`config.mk`:
```
export PLATFORM = sky130hd
export DESIGN_NAME = hamming_enc_seq
export DESIGN_NICKNAME = d
export VERILOG_FILES = /design/src/rtl/hamming_enc_seq.sv
export SDC_FILE = /design/constraint.sdc
export NUM_CORES = 1
export LEC_CHECK = 0
export CORE_MARGIN = 2
export CORE_UTILIZATION = 56
export CTS_BUF_LIST = sky130_fd_sc_hd__clkbuf_4
export CTS_CLUSTER_DIAMETER = 40
export DETAILED_ROUTE_END_ITERATION = 8
export PLACE_DENSITY_LB_ADDON = 0.25
export SKIP_CTS_REPAIR_TIMING = 1
export SYNTH_ARGS = -nofsm -noshare
export SYNTH_HDL_FRONTEND = slang
export SYNTH_SLANG_ARGS = --single-unit
```
`constraint.sdc`:
```
create_clock -name clk -period 4.35 [get_ports clk]
set_clock_uncertainty 0.05 [all_clocks]
set_input_delay 0.435 -clock clk [delete_from_list [all_inputs] [get_ports clk]]
set_output_delay 0.435 -clock clk [all_outputs]
set_load 0.01 [all_outputs]
```
`src/rtl/hamming_enc_seq.sv`:
```
// Hamming(16,11) SECDED encode sequencer: reads packed 11-bit messages from the
// shared data memory and writes 16-bit codewords back, one byte per granted cycle.
module hamming_enc_seq #(
  parameter int NUM_MSG  = 15,
  parameter int SRC_BASE = 0,
  parameter int DST_BASE = 30,
  parameter int AW       = 8
) (
  input  logic          clk,
  input  logic          reset,
  input  logic          start,
  input  logic          mem_gnt,
  input  logic [7:0]    mem_rdata,
  output logic          mem_req,
  output logic [AW-1:0] mem_addr,
  output logic          mem_wr_en,
  output logic [7:0]    mem_wdata,
  output logic          busy,
  output logic          done
);

  localparam int IW = $clog2(NUM_MSG + 1);
  localparam logic [AW-1:0] SRC_A = AW'(SRC_BASE);
  localparam logic [AW-1:0] DST_A = AW'(DST_BASE);
  localparam logic [IW-1:0] LAST_IDX = IW'(NUM_MSG - 1);

  typedef enum logic [2:0] {
    S_IDLE,
    S_RD_LO,
    S_RD_HI,
    S_WR_LO,
    S_WR_HI,
    S_DONE
  } state_t;

  state_t        state_q, state_d;
  logic [IW-1:0] idx_q;
  logic [7:0]    lo_q;
  logic [2:0]    hi_q;

  logic [11:1]   d;
  logic          p8, p4, p2, p1, p0;
  logic          start_ok;
  logic          last_msg;
  logic [AW-1:0] src_addr;
  logic [AW-1:0] dst_addr;
  logic          unused_rdata;

  // Only the low three bits of the high message byte carry data.
  assign unused_rdata = ^mem_rdata[7:3];

  assign start_ok = start && (state_q == S_IDLE || state_q == S_DONE);
  assign last_msg = (idx_q == LAST_IDX);

  // Byte offsets are 2*idx; sums wrap modulo 2^AW by construction.
  assign src_addr = SRC_A + AW'({idx_q, 1'b0});
  assign dst_addr = DST_A + AW'({idx_q, 1'b0});

  assign d  = {hi_q, lo_q};
  assign p8 = ^d[11:5];
  assign p4 = ^{d[11:8], d[4:2]};
  assign p2 = ^{d[11], d[10], d[7], d[6], d[4], d[3], d[1]};
  assign p1 = ^{d[11], d[9], d[7], d[5], d[4], d[2], d[1]};
  assign p0 = (^d) ^ p8 ^ p4 ^ p2 ^ p1;

  // NOTE: sequential state uses non-blocking assignments so every register
  // samples the pre-edge values; reset is asynchronous and active-low.
  always_ff @(posedge clk or negedge reset) begin
    if (!reset) begin
      state_q <= S_IDLE;
    end else begin
      state_q <= state_d;
    end
  end

  always_ff @(posedge clk or negedge reset) begin
    if (!reset) begin
      idx_q <= '0;
      lo_q  <= '0;
      hi_q  <= '0;
    end else begin
      if (start_ok) begin
        idx_q <= '0;
      end else if (state_q == S_WR_HI && mem_gnt && !last_msg) begin
        idx_q <= idx_q + IW'(1);
      end
      if (state_q == S_RD_LO && mem_gnt) begin
        lo_q <= mem_rdata;
      end
      if (state_q == S_RD_HI && mem_gnt) begin
        hi_q <= mem_rdata[2:0];
      end
    end
  end

  // NOTE: every always_comb output gets a default first so no path can infer a latch.
  always_comb begin
    state_d = state_q;
    case (state_q)
      S_IDLE, S_DONE: if (start)   state_d = S_RD_LO;
      S_RD_LO:        if (mem_gnt) state_d = S_RD_HI;
      S_RD_HI:        if (mem_gnt) state_d = S_WR_LO;
      S_WR_LO:        if (mem_gnt) state_d = S_WR_HI;
      S_WR_HI:        if (mem_gnt) state_d = last_msg ? S_DONE : S_RD_LO;
      default:        state_d = S_IDLE;
    endcase
  end

  // Stalled cycles (gnt=0) keep the request and address up but never write.
  always_comb begin
    mem_req   = 1'b0;
    mem_addr  = '0;
    mem_wr_en = 1'b0;
    mem_wdata = '0;
    busy      = 1'b0;
    done      = 1'b0;
    case (state_q)
      S_RD_LO: begin
        mem_req  = 1'b1;
        busy     = 1'b1;
        mem_addr = src_addr;
      end
      S_RD_HI: begin
        mem_req  = 1'b1;
        busy     = 1'b1;
        mem_addr = src_addr + AW'(1);
      end
      S_WR_LO: begin
        mem_req   = 1'b1;
        busy      = 1'b1;
        mem_addr  = dst_addr;
        mem_wr_en = mem_gnt;
        mem_wdata = {d[4:2], p4, d[1], p2, p1, p0};
      end
      S_WR_HI: begin
        mem_req   = 1'b1;
        busy      = 1'b1;
        mem_addr  = dst_addr + AW'(1);
        mem_wr_en = mem_gnt;
        mem_wdata = {d[11:5], p8};
      end
      S_DONE:  done = 1'b1;
      default: ;
    endcase
  end

endmodule

```
=== Yosys cells after proc, flatten, opt, wreduce, memory -nomap -nowiden ===
Cells that the tools add are included.

* Multiplexer cells: 14
* Add/subtract/negate cells: 4
* Reduce and logical (&&, ||, !) cells: 18
* Equal/unequal tests: 11
* Bitwise operators: 4

{| class="wikitable"
|+ Operators by type and width
! cell !! number
|-
| 7-bit case mux with 4 select lines || 1
|-
| 7-bit parity || 4
|-
| 3-bit two-way mux || 6
|-
| 8-bit case mux with 2 select lines || 1
|-
| 3-bit case mux with 5 select lines || 1
|-
| 11-bit parity || 1
|-
| 2-bit inequality test (second input constant) || 5
|-
| 4-bit two-way mux || 2
|-
| 6-bit by 1-bit adder with 7-bit output (second input constant) || 1
|-
| 5-bit by 1-bit adder with 6-bit output (second input constant) || 1
|-
| 5-bit by 5-bit adder with 6-bit output (first input constant) || 1
|-
| 3-bit by 2-bit equality test with 1-bit output (second input constant) || 2
|-
| 3-bit equality test (second input constant) || 2
|-
| 1-bit logical AND || 5
|-
| 5-bit AND reduction || 1
|-
| 4-bit by 1-bit adder with 4-bit output (second input constant) || 1
|-
| 4-bit equality test (second input constant) || 1
|-
| 2-bit OR reduction || 2
|-
| 4-bit OR reduction || 1
|-
| 1-bit bitwise XOR || 4
|-
| 3-bit by 1-bit equality test with 1-bit output (second input constant) || 1
|-
| 3-bit zero test || 1
|-
| 1-bit two-way mux || 3
|-
| 2-bit nonzero test || 1
|-
| 2 further kinds || 2
|}

* Word-level logic and storage cells: 55
* Output and inout bits: 20
* Register bits: 18

=== Logic depth before layout (Yosys ltp) ===
* Word-level depth: 6
* Gate-level depth with buffers: 6

=== Worst setup path after synthesis ===
No wires, ideal clock.

* Path kind: reg2out
* Start: reg lo_q[6]
* End: out mem_wdata[0]
* Arrival: 1.576 ns
* Setup slack: 2.289 ns
* Stages on the path, launching flop included: 5
* Cells stage by stage: dfrtp_1 -> xor2_1 -> xnor3_1 -> xnor3_1 -> o2bb2ai_1

* Longest elaborated chain between the ends: 6
* Elaborated cells on any way between the ends: 9

{| class="wikitable"
|+ RTL lines
! item !! line !! text
|-
| from (decl) || 38 || <nowiki>logic [7:0] lo_q;</nowiki>
|-
| from (signal assigned) || 88 || <nowiki>lo_q <= mem_rdata;</nowiki>
|-
| 11-bit parity or 7-bit parity (tied branches) || 64, 60 ||
|-
| 1-bit bitwise XOR (4 in series) || 64 || <nowiki>assign p0 = (^d) ^ p8 ^ p4 ^ p2 ^ p1;</nowiki>
|-
| 8-bit case mux with 2 select lines * || 117 || <nowiki>case (state_q)</nowiki>
|-
| to (decl) || 17 || <nowiki>output logic [7:0] mem_wdata,</nowiki>
|}

Mark *: on every way between the ends. The rest lies on a longest branch, timed or not.

=== Worst setup path after layout ===
* Start: reg hi_q[2]
* End: out mem_wdata[2]

* Longest elaborated chain between the ends: 2

{| class="wikitable"
|+ RTL lines
! item !! line !! text
|-
| from (decl) || 39 || <nowiki>logic [2:0] hi_q;</nowiki>
|-
| from (signal assigned) || 91 || <nowiki>hi_q <= mem_rdata[2:0];</nowiki>
|-
| 7-bit parity || 62 || <nowiki>assign p2 = ^{d[11], d[10], d[7], d[6], d[4], d[3], d[1]};</nowiki>
|-
| 8-bit case mux with 2 select lines || 117 ||
|}

Every way passes these cells.

==> metrics.csv <==
metric,value,unit
htreeDepth,1,
power.leakage,0.731,nW
power_density,991,nW/um^2
numPortBuffers,29,
postSynthAreaPerCell,9.66,um^2
yosys-top-cells-count,"dfrtp_1 (18), mux2_1 (12), nand2_1 (12)",
drv_slew,0,
area_growth,21.2,%
synth_cells,145,
layout-drive-gt1-share,4.22,%
synthTopCellsByArea,"dfrtp_1 (32%), mux2_1 (9.6%), xnor3_1 (8.0%)",
synth_edf_count,0,
fill_cells,215,
critical_path_class,flip-flop to output pin,
crit_path_top_delay_cell,clkdlybuf4s50_1,
path_cells,"xor2_2, xnor3_1, o21a_1, mux2i_1, clkdlybuf4s50_1",
rr_startpoint,state_q[2]$_DFFE_PN0P_,
vdd_drop_max,0.000819,V
clock_path_buffers,2,
drc,0,
rsz0062_at_grt,no,
path_depth,5,
nets,182,
clk_pin_slew_worst_paths,0.11,ns
crit_fanout,4,
cp_num_buf_inv,1,
clk_latency,0.30,ns
grtUsageTotal,23.3,%
period_minus_slack,2.94,ns
vias,1142,
antenna_found_initial,0,
seqCellArea,450,um^2
grt_max_degree,22,
grt_pass1_vias,1018,
required,3.87,ns
syn_area,1400,um^2
multi_input_area,871,um^2
rows,18,
yosysTopAreaCellShare,32.1,%
drtIter0Drc,40,
seq_area_frac_synth,32.1,%
avgViaCountPerCell,5.83,
relSlewSlack,47.5,%
fmax,341,MHz
clock_sinks,18,
hpwl,2230,um
setup_viol,0,
cp-start-kind,flip-flop,
hp-start,lo_q[1]$_DFFE_PN0P_,
end_kind,output pin,
final.setup.tns,0,ns
cp_top_family,XOR/XNOR gates,
cts_tree,done,
outcome,"finished, final reports clean",
timing.final.crit_share,67.5,%
tightest_slew,0.785,ns
critPathArrivalTime,2.45,ns
die_area,2920,um^2
ys_ff_latch,18,
synthFlopType,dfrtp_1,
synth_warnings,0,
grt_first_pass_wirelength,4840,um
synth.distinct_cells,40,
whs_path_depth,1,
cts_made_buffers,3,
die_w,54.0,um
p_total,0.00168,W
postRouteAntennaNets,0,
globalplace.congestion,0.836,
cpPeakStageDelay,0.56,ns
fp.dieH,54.0,um
drv_cap,0,
synth-async-reset-ratio,100,%
hp-class,flip-flop to flip-flop,
wl_per_cell,15.4,um
initial_utilization,57.6,%
core_area,2430,um^2
r2r_cells,4,
synth_most_common_cell,dfrtp_1,
root_buffer,clkbuf_4,
timing.critical_path.from,hi_q[2]$_DFFE_PN0P_,
hold_viol_final,0,
detail_route.wirelength,3020,um
boundaryPins,32,
drtPass1Iterations,4,
diodes,0,
grt_overflow,0,
synth_top_area_cell,dfrtp_1,
[cells in the final DEF (no fill, tap or decap), types with 2 or more instances in the layout]
cell type,count
clkdlybuf4s50_1,29
dfrtp_1,18
nand2_1,12
mux2_1,12
nor2_1,11
xnor2_1,10
xor2_1,6
xnor3_1,5
inv_1,5
o22ai_1,5
a22o_1,4
a21oi_1,4
mux2i_1,3
nor3_1,3
nand3_1,3
ha_1,3
clkbuf_4,3
nor2b_1,2
and2_1,2
o21ai_1,2
o21ai_0,2
a32oi_1,2
nand4_1,2
conb_1,2
[sequential cells by signal (all words and copies together), names as in the netlist]
name	count
hi_q	3
lo_q	8
idx_q	4
state_q	3
[final cells by class]
cell class                      count  share of cell area, %
Inverter                            6                   1.33
Clock inverter                      1                  0.221
Clock buffer                        3                   1.33
Multi-Input combinational cell    109                   51.3
Timing Repair Buffer               29                   17.1
Sequential cell                    18                   26.5
Tap cell                           30                   2.21
[worst reg2reg max path, delay by kind of cell, from the launching register on]
| family | cells | cell delay (ns) |
|---|---|---|
| xor gates and xnor gates | 1 | 0.20 |
| DFF | 1 | 0.68 |
| and+or+nand+nor | 3 | 0.89 |
[worst paths after layout]
path / end / slack (ns)
max in group asynchronous: lo_q[1]$_DFFE_PN0P_ / 3.23
hold reg to reg: lo_q[1]$_DFFE_PN0P_ / 0.50
min in group asynchronous: lo_q[3]$_DFFE_PN0P_ / 0.53
setup / recovery: mem_wdata[2] / 1.41
hold / removal: lo_q[1]$_DFFE_PN0P_ / 0.50
setup reg to reg: idx_q[0]$_DFFE_PN0P_ / 2.42
[report_power, final]
| group | internal (W) | switching [W] |
|---|---|---|
| Combinational | 0.000731 | 0.000481 |
| Sequential | 0.000237 | 0.000145 |
| Clock | 0.0000334 | 0.0000558 |
| Total | 0.00100 | 0.000682 |
[metal layers]
layer	wire length [um]	vias up	track usage, %
met2	1430	38	35.6
met4	31	0	7.92
met5	0	-	0
li1	-	543	-
met1	1430	556	33.7
met3	127	5	3.33
[logic make-up (layout without fill, tap and decap cells)]
| family | after synthesis | in the layout | share of synthesized area, % |
|---|---|---|---|
| buffers and inverters | 19 | 39 | 5.98 |
| muxes | 15 | 15 | 11.8 |
| adders and majority gates | 3 | 3 | 2.68 |
| DFF | 18 | 18 | 32.1 |
| AOI/OAI and AO/OA | 25 | 25 | 12.3 |
| and+or+nand+nor | 41 | 41 | 14.5 |
| xor gates and xnor gates | 23 | 23 | 20.4 |
| other | 1 | 2 | 0.268 |
[stage by stage]
step | util (%) | std cells | instance area, um^2 | hold slack (ns) | worst slack (ns)
after floorplan | - | 146 | 1410 | 0.0894 | 2.29
after global placement | 68.7 | 192 | 1670 | 0.476 | 1.78
after detailed placement | 68.7 | 192 | 1670 | 0.482 | 1.76
after CTS | 69.8 | 196 | 1700 | 0.506 | 1.42
after global routing | 69.8 | 196 | 1700 | 0.548 | 1.26
final | 69.8 | 196 | 1700 | 0.503 | 1.41
No activity file was read; power rests on OpenSTA's default activity.
